`src/rtl/decoder_scan_ctrl.sv`:
```
// Select-code sequencer for a 4-to-16 line decoder: steps {e,x,y,z} through all
// 16 codes with a programmable dwell, single sweep or continuous, up or down.
//
// state | meaning
// ------+------------------------------------------------------------
// IDLE  | code static; load may preload it; start begins a scan
// RUN   | code advances every dwell+1 cycles; stop aborts
module decoder_scan_ctrl #(
    parameter int DWELL_W = 8
) (
    input  logic               clk,
    input  logic               rst_n,
    input  logic               start,
    input  logic               stop,
    input  logic               mode,
    input  logic               dir,
    input  logic [DWELL_W-1:0] dwell,
    input  logic               load,
    input  logic [3:0]         load_val,
    output logic               e,
    output logic               x,
    output logic               y,
    output logic               z,
    output logic               busy,
    output logic               tick,
    output logic               done
);

    typedef enum logic {
        IDLE = 1'b0,
        RUN  = 1'b1
    } state_t;

    state_t             state;
    logic [3:0]         code;
    logic [3:0]         next_code;
    logic [3:0]         step_cnt;
    logic [DWELL_W-1:0] dwell_cnt;
    logic [DWELL_W-1:0] dwell_lat;
    logic               mode_lat;
    logic               dir_lat;

    assign next_code = dir_lat ? (code - 4'd1) : (code + 4'd1);

    // code is a register, so the decoder select lines are glitch-free
    assign {e, x, y, z} = code;

    always_ff @(posedge clk or negedge rst_n) begin
        if (!rst_n) begin
            state     <= IDLE;
            code      <= 4'd0;
            step_cnt  <= 4'd0;
            dwell_cnt <= '0;
            dwell_lat <= '0;
            mode_lat  <= 1'b0;
            dir_lat   <= 1'b0;
            busy      <= 1'b0;
            tick      <= 1'b0;
            done      <= 1'b0;
        end else begin
            tick <= 1'b0;
            done <= 1'b0;
            case (state)
                IDLE: begin
                    if (load) begin
                        code <= load_val;
                    end
                    if (start && !stop) begin
                        state     <= RUN;
                        busy      <= 1'b1;
                        mode_lat  <= mode;
                        dir_lat   <= dir;
                        dwell_lat <= dwell;
                        dwell_cnt <= dwell;
                        step_cnt  <= 4'd0;
                    end
                end
                RUN: begin
                    if (stop) begin
                        // abort wins over any advance or end-of-pass due now
                        state <= IDLE;
                        busy  <= 1'b0;
                    end else if (dwell_cnt != '0) begin
                        dwell_cnt <= dwell_cnt - 1'b1;
                    end else if (step_cnt != 4'd15) begin
                        code      <= next_code;
                        step_cnt  <= step_cnt + 4'd1;
                        dwell_cnt <= dwell_lat;
                        tick      <= 1'b1;
                    end else if (!mode_lat) begin
                        state <= IDLE;
                        busy  <= 1'b0;
                        done  <= 1'b1;
                    end else begin
                        code      <= next_code;
                        step_cnt  <= 4'd0;
                        dwell_cnt <= dwell_lat;
                        tick      <= 1'b1;
                        done      <= 1'b1;
                    end
                end
                default: begin
                    state <= IDLE;
                    busy  <= 1'b0;
                end
            endcase
        end
    end

endmodule

```
`config.mk`:
```
export PLATFORM = sky130hd
export DESIGN_NAME = decoder_scan_ctrl
export DESIGN_NICKNAME = d
export VERILOG_FILES = /design/src/rtl/decoder_scan_ctrl.sv
export SDC_FILE = /design/constraint.sdc
export NUM_CORES = 1
export LEC_CHECK = 0
export CAP_MARGIN = 40
export CORE_MARGIN = 5
export CORE_UTILIZATION = 54
export DETAILED_ROUTE_END_ITERATION = 10
export PLACE_DENSITY = 0.8
export SKIP_CTS_REPAIR_TIMING = 1
export SLEW_MARGIN = 20
export SYNTH_ARGS = -nofsm -noshare
export SYNTH_HDL_FRONTEND = slang
export SYNTH_SLANG_ARGS = --single-unit
```
`constraint.sdc`:
```
create_clock -name clk -period 2.65 [get_ports clk]
set_input_delay 0.265 -clock clk [delete_from_list [all_inputs] [get_ports clk]]
set_output_delay 0.265 -clock clk [all_outputs]
set_load 0.01 [all_outputs]
```
==> Yosys cells after proc, flatten, opt, wreduce, memory -nomap -nowiden <==
Index checks and enable logic that the tools add are counted.
{ "word_totals": {"reg_bits": 30} }
{ "op_classes": {"eq_ne": 10, "n_mux": 38, "addsub": 4, "n_reduce_logical": 8, "bitwise_logic": 1} }
{ "ops": {"columns": ["cell", "n"], "rows": [
  ["$mux 4", 11],
  ["$mux 8", 5],
  ["$mux 1", 17],
  ["$pmux 4 s2", 2],
  ["$pmux 8 s2", 1],
  ["$reduce_and 4->1", 3],
  ["$ne 3x3->1 const B", 3],
  ["$add 4x1->4 const B", 2],
  ["$ne 2x2->1 const B", 4],
  ["$reduce_bool 8->1", 1],
  ["$sub 8x1->8 const B", 1],
  ["$ne 4x1->1 const B", 1],
  ["$ne 4x4->1 const B", 1],
  ["$pmux 1 s2", 2],
  ["$sub 4x1->4 const B", 1],
  ["$ne 3x1->1 const B", 1],
  ["$reduce_and 3->1", 1],
  ["$reduce_and 2->1", 1],
  ["$logic_and 1x1->1", 1],
  ["$logic_not 1->1", 1],
  ["$not 1->1", 1]
]} }

==> Longest topological paths before layout <==
Gate-level depths: netlist of run 1.
{ "depth": {"depth_word": 7, "ltp_mapped": 8, "ltp_nobuf": 7} }

==> Worst setup path before layout of run 1 <==
OpenSTA, ideal clock, no wires.
{ "synth_timing": {"path_kind": "reg-to-reg", "start": "reg step_cnt[0]", "end": "reg dwell_cnt[3]", "path_stages_with_launch": 7, "period_less_slack_ps": 1932, "arrival_time_ps": 1804, "setup_slack_ps": 718, "cell_sequence": "dfrtp_1 -> ha_1 -> and4b_1 -> a31oi_2 -> or2_1 -> buf_2 -> mux2_1"} }
{ "synth_between": {"elab_chain_len": 5, "word_cells_on_any_way": 7} }
{ "synth_rtl": {"columns": ["item", "line", "source"], "rows": [
  ["start, declared", "37", "logic [3:0] step_cnt;"],
  ["start signal, assigned", "87", "step_cnt <= step_cnt + 4'd1;"],
  ["$ne 4x4->1 (*)", "85", "end else if (step_cnt != 4'd15) begin"],
  ["$mux 8", "85", null],
  ["$mux 8", "83", "end else if (dwell_cnt != '0) begin"],
  ["$mux 8", "79", "if (stop) begin"],
  ["$pmux 8 s2", "63", "case (state)"],
  ["end signal, assigned", "74", "dwell_cnt <= dwell;"],
  ["end signal, assigned", "84", "dwell_cnt <= dwell_cnt - 1'b1;"],
  ["end signal, assigned", "88", "dwell_cnt <= dwell_lat;"],
  ["end, declared", "38", "logic [DWELL_W-1:0] dwell_cnt;"]
]} }
Every way passes the cells marked *; elsewhere a longest branch is shown, timed or not. The select of a mux whose other input is x is not followed.
A chain may end at the register's enable or synchronous reset.

==> Worst setup path after layout of run 1 <==
{ "layout_timing": {"start": "reg dwell_cnt[0]", "end": "reg dwell_cnt[0]"} }
{ "layout_between": {"elab_chain_len": 4, "word_cells_on_any_way": 7} }
{ "layout_rtl": {"columns": ["item", "line"], "rows": [
  ["$sub 8x1->8 / $reduce_bool 8->1 (equally long branches)", "84, 83"],
  ["$mux 8", "83"],
  ["$mux 8", "79"],
  ["$pmux 8 s2", "63"]
]} }
Several ways; a longest one is shown, not always the timed one. The select of a mux whose other input is x is not followed.

==> impl_metrics.ini, run 1 <==
[clocking]
clk_pin_slew_ns = 0.10
h-tree-depth = 2
cts_sinks = 30
cts_tree = yes
clk_latency_ns = 0.34
ctsLongestPathBuffers = 2
root_buffer = clkbuf_4
cts_buffers = 5

[worst_setup_path]
reg2reg_slack_ns = 0.25
r2r-start = dwell_cnt[0]
crit_fanout = 7
critPathMaxStageDelay_ns = 0.52
r2r_cells = 7
cp_data_arrival_time_ns = 2.61
critPathSlowestCell = nor3b_1
crit_buf_inv = 2
cp-end-kind = flip-flop
start_kind = flip-flop
crit_type = flip-flop to flip-flop
cp.required_ns = 2.87
cp_top_family = simple AND/OR/NAND/NOR gates
rr_endpoint = dwell_cnt[0]
worstPathCellList = inv_1 > ha_1 > nor3b_1 > buf_4 > nand2_1 > o2111a_1 > a221o_1

[timing]
fin_crit_sh_pct = 90.4
slew_violations = 0
hold_ws_ns = 0.289
slew-limit-headroom_pct = 60.9
period_minus_slack_ns = 2.40
rsz0062_at_grt = false
worst_pin_slew_ns = 0.585
final-setup-viol-count = 0
fin_setup_tns_ns = 0
max_freq_mhz = 418
hold_violations = 0
finClkSkew_ns = 0.0198

[power]
max-vdd-ir-drop_mv = 0.428
powerDensity_nw_per_um2 = 694
power.leakage_uw = 0.000872

[grt]
grt_max_degree = 31
grt_pass1_wl_mm = 7.14
antenna_found_initial = 0
overflow = 0
grt_pass1_vias = 1583
grt.total_usage_pct = 21.4

[place]
hpwl_mm = 3.12
io_buffers = 25
dp_cells = 243
place_congestion = 0.858

[synthesis]
synth.top_cell.area_share_pct = 42.8
synth_nets = 199
synth-edff-count = 0
yosysTopAreaCell = dfrtp_1
netlist_instances = 174
synth.cell_area_um2 = 1760
yosysMostFrequentCell = dfrtp_1
synthArstFlopShare_pct = 100
synth_top_flop_cell = dfrtp_1
ys_ff_latch = 30
synth.avg_cell_area_um2 = 10.1
synthTopCellsByArea = dfrtp_1, mux2_2, ha_1, mux2_1, nand2_1
yosysWarningCount = 0
synth_common_cells = dfrtp_1, nand2_1, inv_1
yosysUniqueCellTypes = 50
ys_seq_area_share_pct = 42.8

[run_status]
status = complete, no violations

[detailed_routing]
antenna_left = 0
vias_per_cell = 6.14
first_pass_iters = 4
route.detailed.drc = 0
vias = 1542
routed_wl_mm = 4.12
drt_iter0_drc = 108
wire_per_inst_um = 16.4

[finish]
syn_to_final_growth_pct = 22.1
drive_gt1_share_pct = 14.0
final_cell_count_no_fill = 251
diodes = 0
nNetsFinal = 231

[flow_run]
maxCapViolCount = 0

[floorplanning]
start_util_pct = 57.0
die_x_um = 67.0
rows = 20
num_io_pins = 26
die_h_um = 67.0
coreArea_um2 = 3080
fp.dieArea_um2 = 4490

[min_path]
hold_path_class = primary input to async pin
final cells by class:
cell class              count  area [um^2]
clock buffers               7         55.1
clock inverters             1         5.00
fillers                   245          935
inverters                  11         41.3
multi-input cells         125          926
flip-flops and latches     30          751
well taps                  44         55.1
repair buffers             33          310
cell usage in the layout (no fill, tap or decap), types with 4 or more instances in the layout:
| master | synthesis | final |
|---|---|---|
| nor2_1 | 4 | 4 |
| nor3_1 | 5 | 5 |
| o21ai_1 | 4 | 4 |
| xnor2_1 | 4 | 4 |
| inv_1 | 10 | 10 |
| nand4_1 | 6 | 6 |
| nand3_1 | 6 | 6 |
| buf_4 | 0 | 8 |
| clkbuf_4 | 0 | 5 |
| mux2_1 | 5 | 5 |
| nand2_1 | 14 | 14 |
| o22ai_1 | 7 | 7 |
| o211ai_1 | 6 | 6 |
| dfrtp_1 | 30 | 30 |
| o21ai_0 | 4 | 4 |
| a21oi_1 | 6 | 6 |
| ha_1 | 5 | 5 |
| mux2_2 | 7 | 7 |
| clkdlybuf4s50_1 | 0 | 25 |
cell families after synthesis:
group | Yosys count | share of synthesized area, %
AO/OA/AOI/OAI | 45 | 18.0
flip-flops | 30 | 42.8
AND/OR/NAND/NOR | 57 | 19.5
adder cells (fa/ha/maj) | 6 | 4.70
XOR/XNOR | 4 | 2.00
multiplexers | 13 | 8.27
buffers and inverters | 19 | 4.78
registers in the layout (all words and copies together), names as in the netlist:
register   cells
mode_lat       1
done           1
dwell_cnt      8
tick           1
dir_lat        1
dwell_lat      8
state          1
step_cnt       4
busy           1
code           4
worst max path at each step:
stage | start | endpoint | depth (start not counted)
final | dwell_cnt[0] | dwell_cnt[0] | 7
after global routing | dwell_cnt[0] | dwell_cnt[0] | 7
after CTS | dwell_cnt[0] | dwell_cnt[0] | 7
after detailed placement | dwell_cnt[0] | dwell_cnt[0] | 7
after global placement | dwell_cnt[0] | dwell_cnt[0] | 7
after floorplan | step_cnt[0] | dwell_cnt[3] | 6
power by group:
part	internal [uW]	total, uW	switching (uW)
Clock	128	285	157
Sequential	556	688	132
Combinational	268	514	246
Total	952	1490	535
metrics by stage:
| step | total power [uW] | setup WS (ns) | util (%) | area [um^2] |
|---|---|---|---|---|
| final | 1490 | 0.255 | 69.6 | 2140 |
| after detailed placement | 1210 | 0.294 | 67.7 | 2080 |
| after global placement | 1180 | 0.456 | 67.7 | 2080 |
| after global routing | 1590 | 0.0645 | 69.6 | 2140 |
| after CTS | 1490 | 0.263 | 69.6 | 2140 |
| after floorplan | 1030 | 0.718 | - | 1760 |
per-layer routing:
layer	wire length, um	part of all wire, %	GRT usage (%)	vias to the layer above
met2	2100	51	36.8	56
met1	1670	40	24.4	754
met5	0	0	0	-
met3	298	7.2	5.90	8
li1	-	-	-	724
met4	55	1.3	9.37	0
No activity file was read; power rests on OpenSTA's default activity.
==> run 2: changes to the inputs <==
--- a/config.mk
+++ b/config.mk
@@ -5,7 +5,6 @@
 export SDC_FILE = /design/constraint.sdc
 export NUM_CORES = 1
 export LEC_CHECK = 0
-export CAP_MARGIN = 40
 export CORE_MARGIN = 5
 export CORE_UTILIZATION = 54
 export DETAILED_ROUTE_END_ITERATION = 10
==> results of run 2 <==
The final DEF is identical to that of run 1; final timing and power are the same.
==> run 3: changes to the inputs <==
--- a/config.mk
+++ b/config.mk
@@ -5,10 +5,11 @@
 export SDC_FILE = /design/constraint.sdc
 export NUM_CORES = 1
 export LEC_CHECK = 0
+export CORE_ASPECT_RATIO = 1.25
 export CORE_MARGIN = 5
 export CORE_UTILIZATION = 54
 export DETAILED_ROUTE_END_ITERATION = 10
-export PLACE_DENSITY = 0.8
+export PLACE_DENSITY = 0.85
 export SKIP_CTS_REPAIR_TIMING = 1
 export SLEW_MARGIN = 20
 export SYNTH_ARGS = -nofsm -noshare
==> run 3 against run 2 <==
Net effect:
- via count is 1.3% lower
- worst setup slack gained 0.0055 ns
- clock power is 51% higher
==> impl_metrics.ini, run 3 (synthesized netlist as in run 1, its figures left out) <==
[floorplanning]
rows = 23
num_io_pins = 26
start_util_pct = 55.5
fp.dieArea_um2 = 4500
die_x_um = 61.0
die_h_um = 73.7
coreArea_um2 = 3170

[place]
pre_cts_ws_ns = 0.293
io_buffers = 25
place_congestion = 0.824
hpwl_mm = 3.09

[power]
sw_frac_of_total_pct = 33.6
switchingPower_uw = 549
max-vdd-ir-drop_mv = 0.468
pwr-share-clk_pct = 26.4
p_int_uw = 1080
powerDensity_nw_per_um2 = 752
comb_power_share_pct = 31.0
power.leakage_uw = 0.000884
power_frac_seq_pct = 42.6

[clocking]
clk_pin_slew_ns = 0.06
cts_tree = yes
cts_sinks = 30
ctsLongestPathBuffers = 2
clk_latency_ns = 0.29
cts_buffers = 5
h-tree-depth = 2
root_buffer = clkbuf_8

[timing]
finClkSkew_ns = 0.00569
hold_violations = 0
fin_setup_tns_ns = 0
period_minus_slack_ns = 2.39
fin_crit_sh_pct = 90.2
rsz0062_at_grt = false
setup_slack_ns = 0.260
worst_pin_slew_ns = 0.662
final-setup-viol-count = 0
slew_violations = 0
max_freq_mhz = 418
slew-limit-headroom_pct = 55.5

[detailed_routing]
antenna_left = 0
vias_per_cell = 6.29
vias = 1522
first_pass_iters = 4
wire_per_inst_um = 17.6
route.detailed.drc = 0
routed_wl_mm = 4.25
drt_iter0_drc = 135

[finish]
drive_gt1_share_pct = 13.7
final_cell_mix = dfrtp_1, clkdlybuf4s50_1, nand2_1
diodes = 0
syn_to_final_growth_pct = 23.6
nNetsFinal = 229
layout_commonest_cell = dfrtp_1
reg_top3 = dwell_cnt: 8 flops, dwell_lat: 8 flops

[worst_setup_path]
critPathSlowestCell = nor3b_1
crit_fanout = 7
cp.required_ns = 2.82
crit_type = flip-flop to flip-flop
crit_buf_inv = 2
critPathMaxStageDelay_ns = 0.57
cp-end-kind = flip-flop
start_kind = flip-flop
cp_top_family = simple AND/OR/NAND/NOR gates
cp_data_arrival_time_ns = 2.56
worstPathCellList = inv_1 > ha_1 > nor3b_1 > buf_4 > nand2_1 > o2111a_1 > a221o_1

[grt]
grt_max_degree = 31
grt_pass1_vias = 1618
grt_pass1_wl_mm = 7.42
grt.total_usage_pct = 22.2
grt_busiest_layer = met2
use_met3_pct = 6.68
antenna_found_initial = 0
use_met1_pct = 25.2
met2_usage_pct = 38.2
overflow = 0

[run_status]
status = complete, no violations

[flow_run]
maxCapViolCount = 0

[min_path]
hold_path_class = primary input to async pin
[run 3: changes by cell type in the layout (fill, tap and decap cells not counted), sizes merged]
cell / change
clkinv: -1
clkbuf: +1
buf: -2
[run 3: per-layer routing]
| metal | vias to the layer above | wire length [um] |
|---|---|---|
| met5 | - | 0 |
| met1 | 732 | 1720 |
| met4 | 0 | 87 |
| met3 | 11 | 276 |
| li1 | 731 | - |
| met2 | 48 | 2170 |
[run 3: worst paths after layout]
check | endpoint | from | slack, ns | cells past startpoint
min in group clk | dwell_lat[5] | dwell_lat[5] | 0.50 | 1
setup / recovery | dwell_cnt[0] | dwell_cnt[0] | 0.26 | 7
max in group asynchronous | dwell_cnt[7] | rst_n | 1.98 | 2
hold / removal | code[1] | rst_n | 0.36 | 2
setup reg to reg | dwell_cnt[0] | dwell_cnt[0] | 0.26 | 7
hold reg to reg | dwell_lat[5] | dwell_lat[5] | 0.50 | 1
[run 3: metrics by stage]
| stage | instance area (um^2) | hold slack [ns] | instances | total power, uW | utilization, % |
|---|---|---|---|---|---|
| after floorplan | 1760 | -0.0306 | 174 | 1030 | - |
| after global routing | 2170 | 0.405 | 242 | 1740 | 68.5 |
| after global placement | 2060 | 0.473 | 234 | 1170 | 65.1 |
| final | 2170 | 0.365 | 242 | 1630 | 68.5 |
| after detailed placement | 2060 | 0.493 | 234 | 1200 | 65.1 |
| after CTS | 2170 | 0.378 | 242 | 1640 | 68.5 |
[run 3: layout make-up]
type	count	area, um^2
Timing Repair Buffer	31	295
Sequential cell	30	751
Inverter	11	41.3
Fill cell	245	996
Clock buffer	8	110
Multi-Input combinational cell	125	926
Tap cell	37	46.3
[run 3: power by group through the flow]
| stage | logic, uW | registers [uW] | clock network (uW) |
|---|---|---|---|
| after floorplan | 364 | 661 | 0 |
| after detailed placement | 501 | 701 | 0 |
| after global routing | 560 | 712 | 466 |
| after CTS | 506 | 691 | 441 |
| final | 507 | 695 | 430 |
| after global placement | 480 | 687 | 0 |
